File: config.mk
export PLATFORM = sky130hd
export DESIGN_NAME = rggen_apb_master_bridge
export DESIGN_NICKNAME = d
export VERILOG_FILES = /design/src/rtl/rggen_apb_master_bridge_pkg.sv /design/src/rtl/rggen_apb_master_bridge_timer.sv /design/src/rtl/rggen_apb_master_bridge.sv
export SDC_FILE = /design/constraint.sdc
export NUM_CORES = 1
export LEC_CHECK = 0
export CAP_MARGIN = 20
export CORE_ASPECT_RATIO = 1.75
export CORE_MARGIN = 5
export CORE_UTILIZATION = 45
export CTS_BUF_LIST = sky130_fd_sc_hd__clkbuf_8
export DETAILED_ROUTE_END_ITERATION = 10
export PLACE_DENSITY = 0.86
export SYNTH_ARGS = -nofsm -noshare
export SYNTH_HDL_FRONTEND = slang
export SYNTH_HIERARCHICAL = 1
export SYNTH_SLANG_ARGS = --single-unit
File: constraint.sdc
create_clock -name clk -period 5.3 [get_ports clk]
set_clock_uncertainty 0.2 [all_clocks]
set_input_delay 1.59 -clock clk [delete_from_list [all_inputs] [get_ports clk]]
set_output_delay 1.59 -clock clk [all_outputs]
set_load 0.02 [all_outputs]
File: src/rtl/rggen_apb_master_bridge_pkg.sv
// rtl/rggen_apb_master_bridge_pkg.sv - shared types and constants for the APB master bridge
//
// Contents:
//   bridge_state_e  : FSM states IDLE / SETUP / ACCESS / RESPONSE
//   bridge_status_e : response status codes OKAY / SLVERR / TIMEOUT
//   PPROT_DEFAULT   : fixed APB protection attribute driven on o_pprot
package rggen_apb_master_bridge_pkg;

  typedef enum logic [1:0] {
    ST_IDLE     = 2'b00,
    ST_SETUP    = 2'b01,
    ST_ACCESS   = 2'b10,
    ST_RESPONSE = 2'b11
  } bridge_state_e;

  typedef enum logic [1:0] {
    STATUS_OKAY    = 2'b00,
    STATUS_SLVERR  = 2'b01,
    STATUS_TIMEOUT = 2'b10
  } bridge_status_e;

  localparam logic [2:0] PPROT_DEFAULT = 3'b000;

endpackage

File: src/rtl/rggen_apb_master_bridge_timer.sv
// rtl/rggen_apb_master_bridge_timer.sv - ACCESS-phase wait-state counter with terminal-count detect
//
// Ports:
//   clk, rst_n  : clock, asynchronous active-low reset
//   i_clear     : zero the count (asserted the cycle before ACCESS is entered)
//   i_count     : this is an ACCESS cycle without i_pready
//   o_terminal  : this un-ready ACCESS cycle is the TIMEOUT_CYCLES-th one
module rggen_apb_master_bridge_timer #(
  parameter int TIMEOUT_CYCLES = 64
) (
  input  logic clk,
  input  logic rst_n,
  input  logic i_clear,
  input  logic i_count,
  output logic o_terminal
);

  localparam int CW = $clog2(TIMEOUT_CYCLES + 1);
  // The count holds the number of un-ready cycles already elapsed, so the
  // current cycle is the terminal one when the count is one short of the limit.
  localparam logic [CW-1:0] LAST_COUNT = CW'(TIMEOUT_CYCLES - 1);

  logic [CW-1:0] count_q;
  logic [CW-1:0] count_d;

  always_comb begin
    count_d = count_q;
    if (i_clear) begin
      count_d = '0;
    end else if (i_count) begin
      count_d = count_q + CW'(1);
    end
  end

  always_ff @(posedge clk or negedge rst_n) begin
    if (!rst_n) begin
      count_q <= '0;
    end else begin
      count_q <= count_d;
    end
  end

  assign o_terminal = i_count && (count_q == LAST_COUNT);

endmodule

File: src/rtl/rggen_apb_master_bridge.sv
// rtl/rggen_apb_master_bridge.sv - valid/ready request/response to APB4 master bridge
//
// Optional feature macro: RGGEN_APB_MASTER_BRIDGE_TIMEOUT_EN (ACCESS-phase timeout)
//
// Ports:
//   clk, rst_n          : clock, asynchronous active-low reset
//   i_req_* / o_req_ready  : request channel (write, byte address, data, strobes)
//   o_rsp_* / i_rsp_ready  : response channel (read data, 2-bit status)
//   o_p* / i_p*            : APB4 master interface
module rggen_apb_master_bridge
  import rggen_apb_master_bridge_pkg::*;
#(
  parameter int ADDRESS_WIDTH  = 16,
  parameter int DATA_WIDTH     = 32,
  parameter int TIMEOUT_CYCLES = 64
) (
  input  logic                      clk,
  input  logic                      rst_n,
  input  logic                      i_req_valid,
  output logic                      o_req_ready,
  input  logic                      i_req_write,
  input  logic [ADDRESS_WIDTH-1:0]  i_req_address,
  input  logic [DATA_WIDTH-1:0]     i_req_write_data,
  input  logic [DATA_WIDTH/8-1:0]   i_req_strobe,
  output logic                      o_rsp_valid,
  input  logic                      i_rsp_ready,
  output logic [DATA_WIDTH-1:0]     o_rsp_read_data,
  output logic [1:0]                o_rsp_status,
  output logic                      o_psel,
  output logic                      o_penable,
  output logic                      o_pwrite,
  output logic [ADDRESS_WIDTH-1:0]  o_paddr,
  output logic [DATA_WIDTH-1:0]     o_pwdata,
  output logic [DATA_WIDTH/8-1:0]   o_pstrb,
  output logic [2:0]                o_pprot,
  input  logic                      i_pready,
  input  logic [DATA_WIDTH-1:0]     i_prdata,
  input  logic                      i_pslverr
);

  localparam int BYTE_LANES = DATA_WIDTH / 8;
  // Clears the byte-offset bits so the APB address is bus-word aligned.
  localparam logic [ADDRESS_WIDTH-1:0] ADDR_MASK = ~ADDRESS_WIDTH'(BYTE_LANES - 1);

  if (DATA_WIDTH != 8 && DATA_WIDTH != 16 && DATA_WIDTH != 32 && DATA_WIDTH != 64) begin : g_bad_data_width
    $error("DATA_WIDTH must be 8, 16, 32 or 64");
  end
  if (TIMEOUT_CYCLES < 1) begin : g_bad_timeout
    $error("TIMEOUT_CYCLES must be at least 1");
  end

  bridge_state_e              state_q, state_d;
  logic                       psel_q, psel_d;
  logic                       penable_q, penable_d;
  logic                       pwrite_q, pwrite_d;
  logic [ADDRESS_WIDTH-1:0]   paddr_q, paddr_d;
  logic [DATA_WIDTH-1:0]      pwdata_q, pwdata_d;
  logic [BYTE_LANES-1:0]      pstrb_q, pstrb_d;
  logic                       rsp_valid_q, rsp_valid_d;
  logic [DATA_WIDTH-1:0]      rsp_read_data_q, rsp_read_data_d;
  bridge_status_e             rsp_status_q, rsp_status_d;
  logic                       timeout_hit;

`ifdef RGGEN_APB_MASTER_BRIDGE_TIMEOUT_EN
  rggen_apb_master_bridge_timer #(
    .TIMEOUT_CYCLES (TIMEOUT_CYCLES)
  ) u_timer (
    .clk        (clk),
    .rst_n      (rst_n),
    .i_clear    (state_q == ST_SETUP),
    .i_count    ((state_q == ST_ACCESS) && !i_pready),
    .o_terminal (timeout_hit)
  );
`else
  assign timeout_hit = 1'b0;
`endif

  always_comb begin
    state_d         = state_q;
    psel_d          = psel_q;
    penable_d       = penable_q;
    pwrite_d        = pwrite_q;
    paddr_d         = paddr_q;
    pwdata_d        = pwdata_q;
    pstrb_d         = pstrb_q;
    rsp_valid_d     = rsp_valid_q;
    rsp_read_data_d = rsp_read_data_q;
    rsp_status_d    = rsp_status_q;

    case (state_q)
      ST_IDLE: begin
        if (i_req_valid) begin
          psel_d    = 1'b1;
          penable_d = 1'b0;
          pwrite_d  = i_req_write;
          paddr_d   = i_req_address & ADDR_MASK;
          // Reads never present stale write data or strobes on the bus.
          pwdata_d  = i_req_write ? i_req_write_data : '0;
          pstrb_d   = i_req_write ? i_req_strobe : '0;
          state_d   = ST_SETUP;
        end
      end
      ST_SETUP: begin
        penable_d = 1'b1;
        state_d   = ST_ACCESS;
      end
      ST_ACCESS: begin
        // A ready slave takes priority over a simultaneous terminal count.
        if (i_pready) begin
          psel_d          = 1'b0;
          penable_d       = 1'b0;
          rsp_valid_d     = 1'b1;
          rsp_read_data_d = pwrite_q ? '0 : i_prdata;
          rsp_status_d    = i_pslverr ? STATUS_SLVERR : STATUS_OKAY;
          state_d         = ST_RESPONSE;
        end else if (timeout_hit) begin
          psel_d          = 1'b0;
          penable_d       = 1'b0;
          rsp_valid_d     = 1'b1;
          rsp_read_data_d = '0;
          rsp_status_d    = STATUS_TIMEOUT;
          state_d         = ST_RESPONSE;
        end
      end
      ST_RESPONSE: begin
        if (i_rsp_ready) begin
          rsp_valid_d = 1'b0;
          state_d     = ST_IDLE;
        end
      end
      default: begin
        state_d = ST_IDLE;
      end
    endcase
  end

  always_ff @(posedge clk or negedge rst_n) begin
    if (!rst_n) begin
      state_q         <= ST_IDLE;
      psel_q          <= 1'b0;
      penable_q       <= 1'b0;
      pwrite_q        <= 1'b0;
      paddr_q         <= '0;
      pwdata_q        <= '0;
      pstrb_q         <= '0;
      rsp_valid_q     <= 1'b0;
      rsp_read_data_q <= '0;
      rsp_status_q    <= STATUS_OKAY;
    end else begin
      state_q         <= state_d;
      psel_q          <= psel_d;
      penable_q       <= penable_d;
      pwrite_q        <= pwrite_d;
      paddr_q         <= paddr_d;
      pwdata_q        <= pwdata_d;
      pstrb_q         <= pstrb_d;
      rsp_valid_q     <= rsp_valid_d;
      rsp_read_data_q <= rsp_read_data_d;
      rsp_status_q    <= rsp_status_d;
    end
  end

  // Every output comes straight from state or a flop: no input-to-output path.
  assign o_req_ready     = (state_q == ST_IDLE);
  assign o_rsp_valid     = rsp_valid_q;
  assign o_rsp_read_data = rsp_read_data_q;
  assign o_rsp_status    = rsp_status_q;
  assign o_psel          = psel_q;
  assign o_penable       = penable_q;
  assign o_pwrite        = pwrite_q;
  assign o_paddr         = paddr_q;
  assign o_pwdata        = pwdata_q;
  assign o_pstrb         = pstrb_q;
  assign o_pprot         = PPROT_DEFAULT;

endmodule

# Word level (Yosys, flattened, before mapping)
# Index checks and enable logic that the tools add are counted.
classes:
  eq_ne: 6
  muxes: 16
  reduce_logical: 10
op_table:
  columns: ["operator", "n"]
  rows:
  - ["32-bit two-way mux", 2]
  - ["3-bit AND reduction", 4]
  - ["2-bit case mux with 4 select lines", 1]
  - ["1-bit two-way mux", 6]
  - ["2-bit two-way mux", 3]
  - ["2-bit inequality test (second input constant)", 3]
  - ["2-bit == test (second input constant)", 2]
  - ["4-bit two-way mux", 1]
  - ["1-bit case mux with 2 select lines", 2]
  - ["2-bit AND reduction", 2]
  - ["2-bit nonzero test", 2]
  - ["1-bit case mux with 3 select lines", 1]
  - ["3-bit nonzero test", 1]
  - ["2-bit by 1-bit == test with 1-bit output (second input constant)", 1]
  - ["2-bit logical NOT", 1]
word_totals:
  regBits: 90
  out_inout_bits: 94

# Depth between registers and ports, before layout
logic_depth:
  word_depth: 3
  mapped_depth: 7
  ltp_nobuf: 5

# Least setup slack after synthesis
# OpenSTA, ideal clock, no wires.
synth_path:
  path_type: "flip-flop to output port"
  startpoint: "reg state_q[0]"
  endpoint: "out o_req_ready"
  arrival_time_ns: 0.813
  path_slack_ns: 2.697
  path_stages_with_launch: 3
  path_buffers: 0
  path_cell_list: "dfrtp_1 > inv_1 > ha_1"
synth_via:
  elab_chain_cells: 1
synth_rtl:
  columns: ["element", "line", "source"]
  rows:
  - ["start: declaration", "rggen_apb_master_bridge.sv:52", "bridge_state_e state_q, state_d;"]
  - ["start signal: assignment", "rggen_apb_master_bridge.sv:150", "state_q <= state_d;"]
  - ["2-bit logical NOT", "rggen_apb_master_bridge.sv:164", "assign o_req_ready = (state_q == ST_IDLE);"]
  - ["end: declaration", "rggen_apb_master_bridge.sv:20", "output logic o_req_ready,"]
# Every way passes these cells.

# Worst setup path in the final report
layout_path:
  startpoint: "reg pwrite_q, in the netlist o_pwrite"
  endpoint: "out o_pwrite"
layout_lines:
  columns: ["element", "line", "source"]
  rows:
  - ["start: declaration", "rggen_apb_master_bridge.sv:55", "logic pwrite_q, pwrite_d;"]
  - ["start signal: assignment", "rggen_apb_master_bridge.sv:153", "pwrite_q <= pwrite_d;"]
  - ["end: declaration", "rggen_apb_master_bridge.sv:31", "output logic o_pwrite,"]
# No word-level cell between the ends.

==> results.ini <==
[run_status]
status=complete, no violations

[sta]
hold_viol_final=0
tightest_slew_ns=0.994
slew_headroom=0.335
timing.final.ws_setup_ns=1.54
period_needed_ns=3.76
finalMaxSlewViolations=0
fin_tns_setup_ns=0
timing.final.crit_share=0.710
fmax_mhz=266
setup_violations=0
holdWs_ns=0.283
rsz0062_at_grt=false

[worst_setup_path]
critPathRequiredTime_ns=3.51
cp_top_family=flip-flops
path_buf_inv=1
crit_path_cell_trace=clkdlybuf4s50_1
cpPeakStageDelay_ns=0.88
rrSetupSlack_ns=3.01
cp-end-kind=primary output
path_max_fanout=34
worst_ep_arrival_time_ns=1.97
startpoint_type=flip-flop
path_class=flip-flop to primary output
slowest_stage=dfrtp_1

[synthesis]
synthDistinctLibCells=23
synthFlopType=dfrtp_1
synthMuxAreaShare=0.0742
syn_inst=363
synth_simple_gate_area_frac=0.168
synth_area_leaders=dfrtp_1, nand2_1, o21ai_1
avgSynthCellArea_sq_um=10.4
yosysWarnings=6
yosys.area_share.adder=0.0166
synth.largest_area_cell=dfrtp_1
synth_compound_gate_area_share=0.102
synthesis.area_sq_um=3760
yosysSeqAreaShare=0.592
ys_ff_latch=89
synth-edff-count=0
synth_xor_area_frac=0
synth_top_family_by_area=simple AND/OR/NAND/NOR gates
synth_top_area_frac=0.592
ys_async_sr_fraction=1.00

[route]
antenna_left=0
drc=0
dr.pass1.iters=4
vias=2994
avgRoutedWirePerCell_um=15.3
vias_per_cell=4.79
drt-initial-drc-count=68
postRouteWirelength_um=9530

[power]
p_leak_nw=2.61
vdd_ir_drop_max_v=0.000328
power.density_nw_per_um2=593

[clocking]
root_buffer=clkbuf_8
clk_latency_ns=0.34
cts_resized=0
cts_setup_buffers=0
clk_pin_slew_ns=0.09
cts_tree=done
h-tree-depth=3
cts_buffer_depth=2
cts-hold-fix-buffers=0
clock_sinks=89
cts_buffers=9

[die]
coreArea_sq_um=8260
start_util=0.456
dieArea_sq_um=10400
std_cell_rows=44
die_x_um=79.1
io_pins=185
die_h_um=131

[run]
max_cap_violations=0

[placed_design]
dp_slack_ns=1.64
port_buffers=176
placed_area_sq_um=5540
place_hpwl_um=7180
gp_congestion=0.728

[global_routing]
antenna_found_initial=0
grt_pass1_wl_um=14800
grt_max_degree=88
overflow=0
grt_pass1_vias=3078
grt_util_all_layers=0.185

[layout]
final_common_cell=clkdlybuf4s50_1
multi_input_area_sq_um=1390
seq_area_sq_um=2230
antenna_cells=0
layout_common_cells=clkdlybuf4s50_1, nand2_1, dfrtp_1, o21ai_1, nand2b_1
drive_above_1_share=0.0732
fin_area_sq_um=5820
areaGrowthSynthToFinish_pct=54.6
fin_nets=624
n_fill_cell=624

[worst_hold_path]
hp-class=flip-flop to flip-flop

-- layout make-up --
| class | instances | area share |
|---|---|---|
| Inverter | 4 | 0.00258 |
| Tap cell | 92 | 0.0198 |
| Sequential cell | 89 | 0.383 |
| Clock inverter | 5 | 0.0215 |
| Clock buffer | 11 | 0.0260 |
| Timing Repair Buffer | 178 | 0.309 |
| Multi-Input combinational cell | 246 | 0.239 |
-- state kept, by name, summed over array words and instances (netlist names) --
register         cells
o_pwdata            32
o_rsp_read_data     32
o_paddr             14
o_pstrb              4
state_q              2
o_penable            1
o_psel               1
o_pwrite             1
o_rsp_status         1
o_rsp_valid          1
-- stage by stage --
stage | util | std cells | power [mW]
floorplan | - | 368 | 2.07
global placement | 0.667 | 608 | 2.81
detailed placement | 0.671 | 609 | 2.87
CTS | 0.704 | 625 | 3.50
global route | 0.704 | 625 | 3.66
finish | 0.704 | 625 | 3.45
-- synthesized netlist by cell type (3+ instances only) --
| master | instances |
|---|---|
| nand2_1 | 105 |
| dfrtp_1 | 89 |
| o21ai_1 | 47 |
| nand2b_1 | 32 |
| o21ai_0 | 23 |
| mux2_4 | 15 |
| clkbuf_1 | 11 |
| buf_2 | 10 |
| buf_4 | 6 |
| ha_1 | 5 |
| inv_1 | 4 |
| mux2_1 | 3 |
-- metal layers --
layer / up-vias / share of wire / routed length [um] / GRT usage
met1: 1370 / 0.37 / 3550 / 0.208
met2: 119 / 0.53 / 5060 / 0.324
met4: 0 / 0.021 / 199 / 0.0739
li1: 1488 / - / - / -
met3: 17 / 0.076 / 722 / 0.0569
met5: - / 0 / 0 / 0
-- kinds of logic (layout without fill, tap and decap cells) --
kind of cell | after synthesis | in the layout
mux | 20 | 20
fa+ha+maj | 5 | 5
buf+inv | 33 | 198
simple gates | 142 | 142
other cells | 1 | 6
compound gates | 73 | 73
flops | 89 | 89
-- final timing paths --
path                                      from                  end  cells past startpoint
setup / recovery                      o_pwrite             o_pwrite                      1
hold / removal             o_rsp_read_data[21]  o_rsp_read_data[21]                      2
setup reg to reg                    state_q[0]      o_rsp_status[0]                      4
hold reg to reg            o_rsp_read_data[21]  o_rsp_read_data[21]                      2
max in group asynchronous                rst_n  o_rsp_read_data[19]                      2
min in group asynchronous                rst_n   o_rsp_read_data[8]                      1
-- report_power, final --
part           total, mW  internal, mW  switching [mW]
clock network      0.613         0.386           0.227
logic               1.67         0.838           0.829
registers           1.17         0.979           0.191
total               3.45          2.20            1.25
(Power assumes the default switching activity.)
